==> src/rtl/mot_ser_tx.sv <==
// Dual-lane framed serializer for the motor serial I/O link.
// One TX_WE launches a SYNC / SHIFT / GAP frame driving SER_CLK, SER_SYNC and two data lanes.
module mot_ser_tx #(
  parameter int unsigned CLK_DIV    = 16,
  parameter int unsigned FRAME_BITS = 16
) (
  input  logic        OPB_CLK,
  input  logic        OPB_RST_N,
  input  logic [31:0] TX_DI,
  input  logic        TX_WE,
  input  logic        ABORT,
  input  logic        OVR_CLR,
  output logic        TX_BUSY,
  output logic        TX_DONE,
  output logic        OVERRUN,
  output logic        SER_CLK,
  output logic        SER_SYNC,
  output logic        SER_DATA0,
  output logic        SER_DATA1
);

  // state | meaning
  // IDLE  | waiting for TX_WE
  // SYNC  | SER_SYNC high for two half-periods, lane MSBs presented
  // SHIFT | one bit per SER_CLK period, low phase then high phase
  // GAP   | two quiet half-periods; TX_DONE on the final cycle
  typedef enum logic [1:0] {IDLE, SYNC, SHIFT, GAP} state_t;

  localparam logic [7:0]  DIV_RELOAD = 8'(CLK_DIV - 1);
  localparam logic [4:0]  BIT_TOP    = 5'(FRAME_BITS - 1);
  localparam logic [15:0] LANE_MASK  = 16'((33'h1 << FRAME_BITS) - 33'h1);

  state_t      state_q;
  logic [7:0]  div_q;
  logic [4:0]  bit_q;
  logic        phase_q;
  logic [15:0] sh0_q, sh1_q;
  logic [15:0] sh0_d, sh1_d;
  logic        busy_q, done_q, ovr_q;
  logic        sclk_q, sync_q, d0_q, d1_q;

  always_comb begin
    sh0_d = sh0_q << 1;
    sh1_d = sh1_q << 1;
  end

  always_ff @(posedge OPB_CLK or negedge OPB_RST_N) begin
    if (!OPB_RST_N) begin
      state_q <= IDLE;
      div_q   <= 8'd0;
      bit_q   <= 5'd0;
      phase_q <= 1'b0;
      sh0_q   <= 16'd0;
      sh1_q   <= 16'd0;
      busy_q  <= 1'b0;
      done_q  <= 1'b0;
      sclk_q  <= 1'b0;
      sync_q  <= 1'b0;
      d0_q    <= 1'b0;
      d1_q    <= 1'b0;
    end else if (ABORT) begin
      state_q <= IDLE;
      div_q   <= 8'd0;
      bit_q   <= 5'd0;
      phase_q <= 1'b0;
      sh0_q   <= 16'd0;
      sh1_q   <= 16'd0;
      busy_q  <= 1'b0;
      done_q  <= 1'b0;
      sclk_q  <= 1'b0;
      sync_q  <= 1'b0;
      d0_q    <= 1'b0;
      d1_q    <= 1'b0;
    end else begin
      case (state_q)
        IDLE: begin
          done_q <= 1'b0;
          if (TX_WE) begin
            state_q <= SYNC;
            div_q   <= DIV_RELOAD;
            phase_q <= 1'b0;
            bit_q   <= BIT_TOP;
            sh0_q   <= TX_DI[15:0] & LANE_MASK;
            sh1_q   <= TX_DI[31:16] & LANE_MASK;
            busy_q  <= 1'b1;
            sync_q  <= 1'b1;
            d0_q    <= TX_DI[FRAME_BITS-1];
            d1_q    <= TX_DI[16+FRAME_BITS-1];
          end
        end
        SYNC: begin
          if (div_q != 8'd0) begin
            div_q <= div_q - 8'd1;
          end else begin
            div_q <= DIV_RELOAD;
            if (!phase_q) begin
              phase_q <= 1'b1;
            end else begin
              phase_q <= 1'b0;
              state_q <= SHIFT;
              sync_q  <= 1'b0;
            end
          end
        end
        SHIFT: begin
          if (div_q != 8'd0) begin
            div_q <= div_q - 8'd1;
          end else begin
            div_q <= DIV_RELOAD;
            if (!phase_q) begin
              phase_q <= 1'b1;
              sclk_q  <= 1'b1;
            end else begin
              phase_q <= 1'b0;
              sclk_q  <= 1'b0;
              if (bit_q == 5'd0) begin
                state_q <= GAP;
                d0_q    <= 1'b0;
                d1_q    <= 1'b0;
              end else begin
                // next bit changes only as the low phase opens
                bit_q <= bit_q - 5'd1;
                sh0_q <= sh0_d;
                sh1_q <= sh1_d;
                d0_q  <= sh0_d[FRAME_BITS-1];
                d1_q  <= sh1_d[FRAME_BITS-1];
              end
            end
          end
        end
        GAP: begin
          if (div_q != 8'd0) begin
            div_q <= div_q - 8'd1;
            // DONE lands on the last gap cycle so the frame is 2*CLK_DIV*(FRAME_BITS+2) long
            if (phase_q && div_q == 8'd1) begin
              done_q <= 1'b1;
              busy_q <= 1'b0;
            end
          end else if (!phase_q) begin
            phase_q <= 1'b1;
            div_q   <= DIV_RELOAD;
          end else begin
            phase_q <= 1'b0;
            state_q <= IDLE;
            done_q  <= 1'b0;
          end
        end
        default: state_q <= IDLE;
      endcase
    end
  end

  always_ff @(posedge OPB_CLK or negedge OPB_RST_N) begin
    if (!OPB_RST_N) begin
      ovr_q <= 1'b0;
    end else if (TX_WE && state_q != IDLE) begin
      ovr_q <= 1'b1;
    end else if (OVR_CLR) begin
      ovr_q <= 1'b0;
    end
  end

  assign TX_BUSY   = busy_q;
  assign TX_DONE   = done_q;
  assign OVERRUN   = ovr_q;
  assign SER_CLK   = sclk_q;
  assign SER_SYNC  = sync_q;
  assign SER_DATA0 = d0_q;
  assign SER_DATA1 = d1_q;

endmodule

==> config.mk <==
export PLATFORM = sky130hd
export DESIGN_NAME = mot_ser_tx
export DESIGN_NICKNAME = d
export VERILOG_FILES = /design/src/rtl/mot_ser_tx.sv
export SDC_FILE = /design/constraint.sdc
export NUM_CORES = 1
export LEC_CHECK = 0
export CAP_MARGIN = 25
export CORE_MARGIN = 4
export CORE_UTILIZATION = 45
export DETAILED_ROUTE_END_ITERATION = 12
export PLACE_DENSITY = 0.78
export SLEW_MARGIN = 20
export SYNTH_ARGS = -nofsm -noshare
export SYNTH_HDL_FRONTEND = slang
export SYNTH_SLANG_ARGS = --single-unit
==> constraint.sdc <==
create_clock -name OPB_CLK -period 2.55 [get_ports OPB_CLK]
set_input_delay 0.255 -clock OPB_CLK [delete_from_list [all_inputs] [get_ports OPB_CLK]]
set_output_delay 0.255 -clock OPB_CLK [all_outputs]
set_load 0.005 [all_outputs]
=== Word level (Yosys, flattened, before mapping) ===
Cells that the tools add are included.
Widths: inputs -> output; s select.

* Bits of input ports: 37
* Logic and storage cells: 125
* Bits in registers: 53

* Muxes and demuxes: 68
* Reductions and logical operators: 22
* Eq/ne operators: 20
* Add/subtract/negate cells: 2

{| class="wikitable"
|+ Operators by type and width
! operator !! number
|-
| $mux 15 || 10
|-
| $pmux 15 s2 || 2
|-
| $mux 8 || 5
|-
| $ne 3x3->1 const B || 12
|-
| $mux 1 || 28
|-
| $mux 5 || 5
|-
| $pmux 8 s3 || 1
|-
| $mux 2 || 9
|-
| $ne 4x4->1 const B || 3
|-
| $pmux 1 s2 || 6
|-
| $reduce_and 4->1 || 3
|-
| $pmux 5 s2 || 1
|-
| $reduce_bool 3->1 || 3
|-
| $eq 8x1->1 const B || 1
|-
| $pmux 2 s4 || 1
|-
| $reduce_and 8->1 || 1
|-
| $reduce_bool 8->1 || 1
|-
| $sub 8x1->8 const B || 1
|-
| $reduce_and 2->1 || 3
|-
| $reduce_bool 2->1 || 3
|-
| $logic_not 5->1 || 1
|-
| $reduce_and 5->1 || 1
|-
| $sub 5x1->5 const B || 1
|-
| $eq 2x2->1 const B || 2
|-
| 7 further kinds || 8
|}

=== Longest topological paths before layout ===
Gate-level depths: netlist of run 1.

* Depth in word-level cells: 6
* Depth in mapped cells: 9
* Gate-level depth less buffers: 6

=== Worst setup path before layout of run 1 ===
No wires, ideal clock.

* Path kind: reg-to-reg
* Start point: reg bit_q[0]
* End point: reg sh0_q[14]
* Setup slack: 0.484 ns
* Setup time: 0.088 ns
* Clock period less this slack: 2.066 ns
* Stages on the path, launching flop included: 9
* Arrival: 1.978 ns
* Data required time: 2.462 ns
* Path buffers: 2
* Cells stage by stage: dfrtp_1 -> inv_1 -> ha_1 -> or4b_4 -> a41o_1 -> and2_1 -> buf_6 -> buf_6 -> a211oi_2

* Cells in the longest elaborated chain, start to end: 3

{| class="wikitable"
|+ RTL lines
! element !! RTL line !! source
|-
| start: declaration || 35 || <nowiki>logic [4:0] bit_q;</nowiki>
|-
| start signal: assignment || 122 || <nowiki>bit_q <= bit_q - 5'd1;</nowiki>
|-
| $logic_not 5->1 || 116 || <nowiki>if (bit_q == 5'd0) begin</nowiki>
|-
| $ne 3x3->1 (no source line) || n/a ||
|-
| $reduce_and 5->1 (no source line) || n/a ||
|-
| end signal: assignment || 83 || <nowiki>sh0_q <= TX_DI[15:0] & LANE_MASK;</nowiki>
|-
| end: declaration || 37 || <nowiki>logic [15:0] sh0_q, sh1_q;</nowiki>
|}

Every way passes these cells.
A chain may end at the register's enable or synchronous reset.

=== Worst setup path after layout of run 1 ===
* Start point: reg bit_q[0]
* End point: reg sh0_q[4]

The elaborated chain is that of the path after synthesis.

==> results_dict.tcl, run 1 <==
set metrics [dict create \
    reg2reg_slack_ps 240 \
    crit_family "simple AND/OR/NAND/NOR gates" \
    fmax_mhz 433 \
    power.density_nw_per_um2 1090 \
    synthArstFlopShare_pct 100 \
    globalplace.congestion 0.765 \
    synth_area_um2 3030 \
    crit_type "flop to flop" \
    drv_cap 0 \
    yosysSeqAreaShare_pct 43.7 \
    cts_root_buf "clkbuf_8" \
    synthCells 287 \
    final_common_cell "dfrtp_1" \
    track_usage_pct 17.2 \
    diodes 0 \
    grt_pass1_vias 2443 \
    reg2regPathDepth 7 \
    synth.distinct_cells 46 \
    drt-total-wl_mm 6.85 \
    crit_path_top_delay_cell "or4b_4" \
    synth-compound-area-share_pct 26.2 \
    ioPinCount 44 \
    drive_gt1_share_pct 16.4 \
    cts.sinks 53 \
    final_util_pct 56.7 \
    synth_top_family_by_area "compound AO/OA/AOI/OAI gates" \
    port-buffer-count 43 \
    vias 2421 \
    ys_warn_count 0 \
    setup_tns_ps 0 \
    cp-start-kind "flop" \
    setup_viol 0 \
    clockBufferDepth 2 \
    final_nets 374 \
    drt_iter0_markers 202 \
    clkTransAtPathRegs_ps 100 \
    die_w_um 90.1 \
    worstHoldStart "ABORT" \
    wl_per_cell_um 16.8 \
    syn_nets 332 \
    grt_pass1_wl_mm 11.7 \
    cts-htree-levels 2 \
    rsz0062_at_grt "false" \
    row_count 29 \
    cts_hold_buf 1 \
    r2r_end "sh0_q[4]$_DFFE_PN0P_" \
    layout_common_cells "dfrtp_1, clkdlybuf4s50_1, a21oi_1" \
    die_area_um2 8110 \
    path_buf_inv 2 \
    drc_errors 0 \
    wl_met2_mm 3.26 \
    ir_worst_vdd_mv 0.594 \
    relSlewSlack_pct 68.1 \
    ant_nets 0 \
    core-area_um2 6460 \
    path_cells "inv_1 > ha_1 > or4b_4 > a41o_1 > and2_1 > buf_4 > a211oi_1" \
    post-dp-hpwl_mm 4.72 \
    worstPathRequired_ps 2760 \
    antenna_found_initial 0 \
    end_kind "flop" \
    worst_slew_pin_slew_ps 478 \
    overflow 0 \
    syn2layout_area_growth_pct 20.8 \
    cts_tree "built" \
    synth_ff_type "dfrtp_1" \
    worst-path-max-fanout 28 \
    instances_no_fill 407 \
    placed_area_um2 3540 \
    hold_viol 0 \
    cts_setup_buffers 0 \
    min_to "TX_BUSY$_DFFE_PN0P_" \
    outcome "finished clean" \
    via_per_inst 5.95 \
    numCtsBuffers 5 \
    reg2reg_from "bit_q[0]$_DFFE_PN0P_" \
    wl_met3_um 293 \
    dr.pass1.iters 4 \
    skew_ps 7.71 \
    die_h_um 90.1 \
    top_layer "met4" \
    final_cell_area_um2 3660 \
    hold_class "input port to flop" \
    slowest_delay_ps 500 \
    cts_resized 0 \
    syn_avg_cell_area_um2 10.6 \
    synth_edf_count 0 \
    fillers 543 \
    synth_xor_area_share_pct 0 \
    hold_depth 2 \
    maxSlewViolCount 0 \
    drt-met1-wl_mm 3.21 \
    finalCriticalPeriod_ps 2310 \
    grt_max_degree 30 \
    synthAdderAreaFrac_pct 3.30 \
    placedCellCount 398 \
    start_util_pct 46.9 \
    fin_crit_sh_pct 90.6 \
    arrival_ps 2520 \
    insertion_delay_ps 310 \
    synth.area.mux_share_pct 12.7 \
    synthSimpleGateAreaFrac_pct 8.50 \
    hold_ws_ps 291 \
    power.leakage_nw 1.47 \
    ys_ff_latch 53 \
]
[logic make-up after synthesis]
logic type                 count (synthesis)
adders and majority gates                  8
DFF                                       53
AOI/OAI and AO/OA                        106
buffers and inverters                     36
muxes                                     38
and+or+nand+nor                           46
[Yosys cell counts (4+ instances only)]
master | instances | area [um^2]
a211oi_2 | 20 | 250
clkbuf_1 | 15 | 56.3
a211oi_1 | 12 | 90.1
dfrtp_1 | 53 | 1330
a31oi_1 | 4 | 25.0
nor2_1 | 9 | 33.8
or3_1 | 4 | 25.0
nor3_1 | 8 | 40.0
ha_1 | 8 | 100
mux2i_1 | 34 | 340
buf_6 | 4 | 45.0
inv_1 | 13 | 48.8
mux2_2 | 4 | 45.0
a21oi_1 | 41 | 205
nand2b_1 | 6 | 37.5
o21ai_0 | 6 | 30.0
[stage by stage]
stage | power, W | worst slack (ps)
global route | 0.00430 | 93.8
finish | 0.00400 | 239
floorplan | 0.00292 | 484
detailed placement | 0.00341 | 271
CTS | 0.00401 | 241
global placement | 0.00333 | 392
[how the worst max path moves through the flow]
stage | startpoint | to | slack [ps] | cells after the start
finish | bit_q[0]$_DFFE_PN0P_ | sh0_q[4]$_DFFE_PN0P_ | 240 | 7
global route | bit_q[0]$_DFFE_PN0P_ | sh0_q[6]$_DFFE_PN0P_ | 90 | 7
CTS | bit_q[0]$_DFFE_PN0P_ | sh0_q[4]$_DFFE_PN0P_ | 240 | 7
detailed placement | bit_q[0]$_DFFE_PN0P_ | sh0_q[4]$_DFFE_PN0P_ | 270 | 7
global placement | bit_q[0]$_DFFE_PN0P_ | sh0_q[7]$_DFFE_PN0P_ | 390 | 7
floorplan | bit_q[0]$_DFFE_PN0P_ | sh0_q[14]$_DFFE_PN0P_ | 480 | 8
[final cells by class]
class	count	area, um^2	share of cell area [%]
well taps	77	96.3	2.63
clock buffers	5	68.8	1.88
flip-flops and latches	53	1330	36.2
clock inverters	3	43.8	1.20
multi-input cells	198	1540	42.1
inverters	13	48.8	1.33
repair buffers	58	536	14.6
[state kept, by name (all words and copies together) (netlist names)]
register	cells
OVERRUN	1
SER_CLK	1
SER_DATA0	1
SER_DATA1	1
SER_SYNC	1
TX_BUSY	1
TX_DONE	1
bit_q	5
div_q	8
phase_q	1
sh0_q	15
sh1_q	15
state_q	2
[power by group]
group | total (W) | switching, W | internal, W | leakage, nW
Combinational | 0.00199 | 0.00111 | 0.000876 | 0.716
Sequential | 0.00143 | 0.000257 | 0.00117 | 0.699
Clock | 0.000581 | 0.000287 | 0.000295 | 0.0585
Total | 0.00400 | 0.00166 | 0.00234 | 1.47
[routing by layer]
layer | up-vias | GRT usage [%]
met2 | 55 | 27.7
met3 | 7 | 3.26
li1 | 1164 | -
met1 | 1195 | 23.6
met5 | - | 0
met4 | 0 | 4.85
(Power assumes the default switching activity.)
==> inputs of run 2 (changes only) <==
- CORE_MARGIN: 4 -> 2
- CTS_BUF_LIST: unset -> sky130_fd_sc_hd__clkbuf_2
==> run 2 against run 1 <==
  * Die area fell by 8.7%
  * Via count fell by 0.87%
  * Worst setup slack improved by 69 ps
  * First-iteration DRC count rose by 16%
  * Utilization rose by 0.15 points
  * Clock power fell by 5.2%
  * Total power fell by 1.0%
  * Fmax rose by 3.1%
  * Final area fell by 0.31%
  * Clock-buffer cell count did not move
  * Sequential share of layout area rose by 0.11 points
  * Largest cell class unchanged
==> results_dict.tcl, run 2 (synthesized netlist as in run 1, its figures left out) <==
set metrics [dict create \
    track_usage_pct 19.2 \
    vias 2400 \
    p_switching_w 0.00164 \
    final_nets 375 \
    worst-path-max-fanout 28 \
    cts-htree-levels 2 \
    worstPathRequired_ps 2970 \
    overflow 0 \
    crit_type "flop to flop" \
    drt_iter0_markers 235 \
    clockBufferDepth 2 \
    final_common_cell "dfrtp_1" \
    maxSlewViolCount 0 \
    layout_common_cells "dfrtp_1, clkdlybuf4s50_1, a21oi_1" \
    reg2reg_slack_ps 310 \
    slowest_delay_ps 490 \
    seqPwrFrac_pct 36.0 \
    cts_setup_buffers 0 \
    drc_errors 0 \
    drt-total-wl_mm 6.73 \
    ant_nets 0 \
    die_h_um 86.1 \
    skew_ps 41.9 \
    dr.pass1.iters 4 \
    grt_pass1_wl_mm 11.5 \
    fin_crit_sh_pct 88.0 \
    grt_pass1_vias 2417 \
    finalCriticalPeriod_ps 2240 \
    cts_root_buf "clkbuf_2" \
    cts_resized 0 \
    fmax_mhz 446 \
    syn2layout_area_growth_pct 20.5 \
    arrival_ps 2670 \
    start_util_pct 47.2 \
    path_cells "inv_1 > ha_1 > or4b_4 > a41o_1 > and2_1 > buf_4 > a211oi_1" \
    hold_class "input port to flop" \
    clkTransAtPathRegs_ps 310 \
    drive_gt1_share_pct 16.6 \
    crit_path_top_delay_cell "or4b_4" \
    power.density_nw_per_um2 1080 \
    p_comb_share_pct 50.1 \
    hold_viol 0 \
    clockPowerShare_pct 13.9 \
    row_count 29 \
    antenna_found_initial 0 \
    setup_viol 0 \
    via_per_inst 5.88 \
    top_regs "sh0_q (15), sh1_q (15), div_q (8)" \
    final_util_pct 56.9 \
    insertion_delay_ps 480 \
    cts.sinks 53 \
    wl_per_cell_um 16.5 \
    outcome "finished clean" \
    worst_slew_pin_slew_ps 664 \
    instances_no_fill 408 \
    numCtsBuffers 5 \
    end_kind "flop" \
    diodes 0 \
    drv_cap 0 \
    placedCellCount 399 \
    power.leakage_nw 1.47 \
    setup_tns_ps 0 \
    relSlewSlack_pct 55.7 \
    placed_area_um2 3550 \
    swShare_pct 41.3 \
    cts_tree "built" \
    ir_worst_vdd_mv 0.419 \
    cp-start-kind "flop" \
    intPower_w 0.00232 \
    final_cell_area_um2 3650 \
    ioPinCount 44 \
    grt_max_degree 54 \
    core-area_um2 6420 \
    rsz0062_at_grt "false" \
    globalplace.congestion 0.880 \
    port-buffer-count 43 \
    post-dp-hpwl_mm 4.70 \
    die_area_um2 7410 \
    die_w_um 86.1 \
]
## run 2: cell count changes in the layout (fill, tap and decap cells not counted), sizes merged
| cell | delta |
|---|---|
| bufinv | +1 |
| clkinv | -1 |
| buf | +1 |
## run 2: worst paths after layout
path,start,endpoint,cells past startpoint
max,bit_q[0]$_DFFE_PN0P_,sh0_q[7]$_DFFE_PN0P_,7
min,ABORT,SER_CLK$_DFFE_PN0P_,2
max reg2reg,bit_q[0]$_DFFE_PN0P_,sh0_q[7]$_DFFE_PN0P_,7
min reg2reg,bit_q[0]$_DFFE_PN0P_,bit_q[0]$_DFFE_PN0P_,1
max in group asynchronous,OPB_RST_N,sh1_q[1]$_DFFE_PN0P_,3
min in group asynchronous,OPB_RST_N,sh0_q[6]$_DFFE_PN0P_,3
## run 2: stage by stage
stage	hold WS (ps)	setup WS (ps)	power [W]
after CTS	60.2	273	0.00397
after detailed placement	427	294	0.00342
after global routing	47.5	138	0.00427
after global placement	422	398	0.00335
after floorplan	-40.6	484	0.00292
final	93.1	307	0.00396
## run 2: power by group through the flow
stage                     clock network [W]  registers [W]  logic (W)
after floorplan                           0        0.00137    0.00156
after global placement                    0        0.00142    0.00193
after detailed placement                  0        0.00144    0.00198
after CTS                          0.000560        0.00142    0.00199
after global routing               0.000592        0.00148    0.00220
final                              0.000551        0.00142    0.00198
## run 2: timing repair
item | CTS | global route
endpoints found under the hold margin | 53 | 0
endpoints found under the setup margin | 0 | 0
hold buffers | 1 | 0
## run 2: area by class of cell
class	count	area [um^2]
Sequential cell	53	1330
Tap cell	77	96.3
Multi-Input combinational cell	198	1540
Fill cell	565	2770
Inverter	13	48.8
Timing Repair Buffer	59	543
Clock buffer	5	25.0
Clock inverter	3	68.8
## run 2: worst max-delay path: cells and delay by family, from the launching register on
kind | cells | cell delay, ps
simple gates | 2 | 650
compound gates | 2 | 550
flops | 1 | 470
buf+inv | 2 | 330
fa+ha+maj | 1 | 220
## run 2: routing by layer
metal | global-route usage, % | routed length, um | up-vias
met5 | 0 | 0 | -
met4 | 5.48 | 85 | 0
met3 | 3.08 | 218 | 6
met2 | 32.3 | 3290 | 39
met1 | 25.5 | 3130 | 1192
li1 | - | - | 1163
==> inputs of run 3 (changes only) <==
- CORE_MARGIN: 2 -> 1
==> run 3 against run 2 <==
  * The run now ends with DRC left
  * Highest routed layer unchanged
  * Combinational power about the same
  * Global-route usage up 0.47 points
  * Worst setup slack worse by 7.0 ps
  * Fmax is 0.31% lower
  * Utilization down 0.53 points
  * Sequential share of layout area grew 0.34 points
  * Critical path type unchanged
  * Total power fell by 3.6%
  * Clock power decreased by 24%
==> results_dict.tcl, run 3 (synthesized netlist as in run 1, its figures left out) <==
set metrics [dict create \
    r2r_end "sh0_q[4]$_DFFE_PN0P_" \
    worstHoldStart "ABORT" \
    placedCellCount 399 \
    maxSlewViolCount 0 \
    setup_viol 0 \
    drv_cap 0 \
    grt_pass1_wl_mm 11.3 \
    dr.pass1.iters 9 \
    final_cell_area_um2 3620 \
    vias 2425 \
    fin_crit_sh_pct 88.2 \
    regArea_um2 1330 \
    overflow 0 \
    finalPower_w 0.00382 \
    crit_path_top_delay_cell "or4b_4" \
    fillers 544 \
    multi_input_area_um2 1540 \
    drive_gt1_share_pct 16.4 \
    cts.sinks 53 \
    outcome "complete, but fails checks" \
    setup_tns_ps 0 \
    fmax_mhz 444 \
    power.leakage_nw 1.46 \
    numCtsBuffers 5 \
    worstPathRequired_ps 2900 \
    clkTransAtPathRegs_ps 260 \
    top_regs "sh0_q (15), sh1_q (15), div_q (8)" \
    track_usage_pct 19.6 \
    power.density_nw_per_um2 1050 \
    clockBufferDepth 2 \
    reg2regPathDepth 7 \
    row_count 29 \
    globalplace.congestion 0.852 \
    syn2layout_area_growth_pct 19.4 \
    layout_common_cells "dfrtp_1, clkdlybuf4s50_1, a21oi_1" \
    antenna_found_initial 0 \
    relSlewSlack_pct 55.2 \
    arrival_ps 2600 \
    port-buffer-count 43 \
    die_area_um2 7070 \
    reg2reg_from "bit_q[0]$_DFFE_PN0P_" \
    hold_class "input port to flop" \
    reg2reg_slack_ps 300 \
    end_kind "flop" \
    drt_iter0_markers 201 \
    hold_viol 0 \
    ioPinCount 44 \
    die_h_um 84.1 \
    die_w_um 84.1 \
    final_common_cell "dfrtp_1" \
    cts-htree-levels 2 \
    cp-start-kind "flop" \
    placed_area_um2 3550 \
    wl_per_cell_um 16.0 \
    via_per_inst 5.96 \
    crit_family "simple AND/OR/NAND/NOR gates" \
    grt_pass1_vias 2473 \
    cts_setup_buffers 0 \
    skew_ps 32.6 \
    cts_resized 0 \
    slowest_delay_ps 490 \
    cts_root_buf "clkbuf_2" \
    violations "DRC" \
    start_util_pct 47.2 \
    rsz0062_at_grt "false" \
    drt-total-wl_mm 6.49 \
    crit_type "flop to flop" \
    insertion_delay_ps 450 \
    cts_tree "built" \
    path_cells "inv_1 > ha_1 > or4b_4 > a41o_1 > and2_1 > buf_4 > a211oi_1" \
    worst_slack_ps 300 \
    path_buf_inv 2 \
    cts_hold_buf 1 \
    hold_depth 2 \
    ir_worst_vdd_mv 0.493 \
    drc_errors 4 \
    post-dp-hpwl_mm 4.48 \
    final_nets 375 \
    instances_no_fill 407 \
    grt_max_degree 54 \
    core-area_um2 6420 \
    finalCriticalPeriod_ps 2250 \
    pre_cts_ws_ps 329 \
    ant_nets 0 \
    worst-path-max-fanout 28 \
    min_to "SER_CLK$_DFFE_PN0P_" \
    worst_slew_pin_slew_ps 672 \
    diodes 0 \
]
## run 3: cell count changes in the layout (fill, tap and decap cells not counted)
cell / delta
bufinv_16: -1
clkinv_2: +1
inv_6: -1
## run 3: report_power, final
group          switching, W  internal (W)  total [W]
clock              0.000260      0.000159   0.000419
combinational       0.00110      0.000886    0.00198
sequential         0.000246       0.00117    0.00141
## run 3: layout make-up
class / instances / share of cell area (%)
flip-flops and latches: 53 / 36.7
repair buffers: 59 / 15.0
clock inverters: 2 / 0.968
multi-input cells: 198 / 42.7
well taps: 77 / 2.66
inverters: 13 / 1.35
clock buffers: 5 / 0.692
## run 3: routing by layer
metal / track usage (%) / vias to the layer above / share of wire [%]
met1: 26.8 / 1188 / 46
met5: 0 / - / 0
li1: - / 1163 / -
met4: 6.11 / 0 / 1.4
met2: 31.7 / 65 / 48
met3: 3.66 / 9 / 4.4
## run 3: stage by stage
step	util [%]	hold slack (ps)
after global routing	56.3	81.6
after global placement	55.3	420
after CTS	56.3	85.6
final	56.3	119
after detailed placement	55.3	422
after floorplan	-	-40.6
## run 3: worst max-delay path by stage
| stage | start | depth (start not counted) | end |
|---|---|---|---|
| final | bit_q[0]$_DFFE_PN0P_ | 7 | sh0_q[4]$_DFFE_PN0P_ |
| after global routing | bit_q[0]$_DFFE_PN0P_ | 7 | sh0_q[4]$_DFFE_PN0P_ |
| after CTS | bit_q[0]$_DFFE_PN0P_ | 7 | sh0_q[4]$_DFFE_PN0P_ |
| after detailed placement | bit_q[0]$_DFFE_PN0P_ | 7 | sh0_q[5]$_DFFE_PN0P_ |
| after global placement | bit_q[0]$_DFFE_PN0P_ | 7 | sh0_q[5]$_DFFE_PN0P_ |
| after floorplan | bit_q[0]$_DFFE_PN0P_ | 8 | sh0_q[14]$_DFFE_PN0P_ |
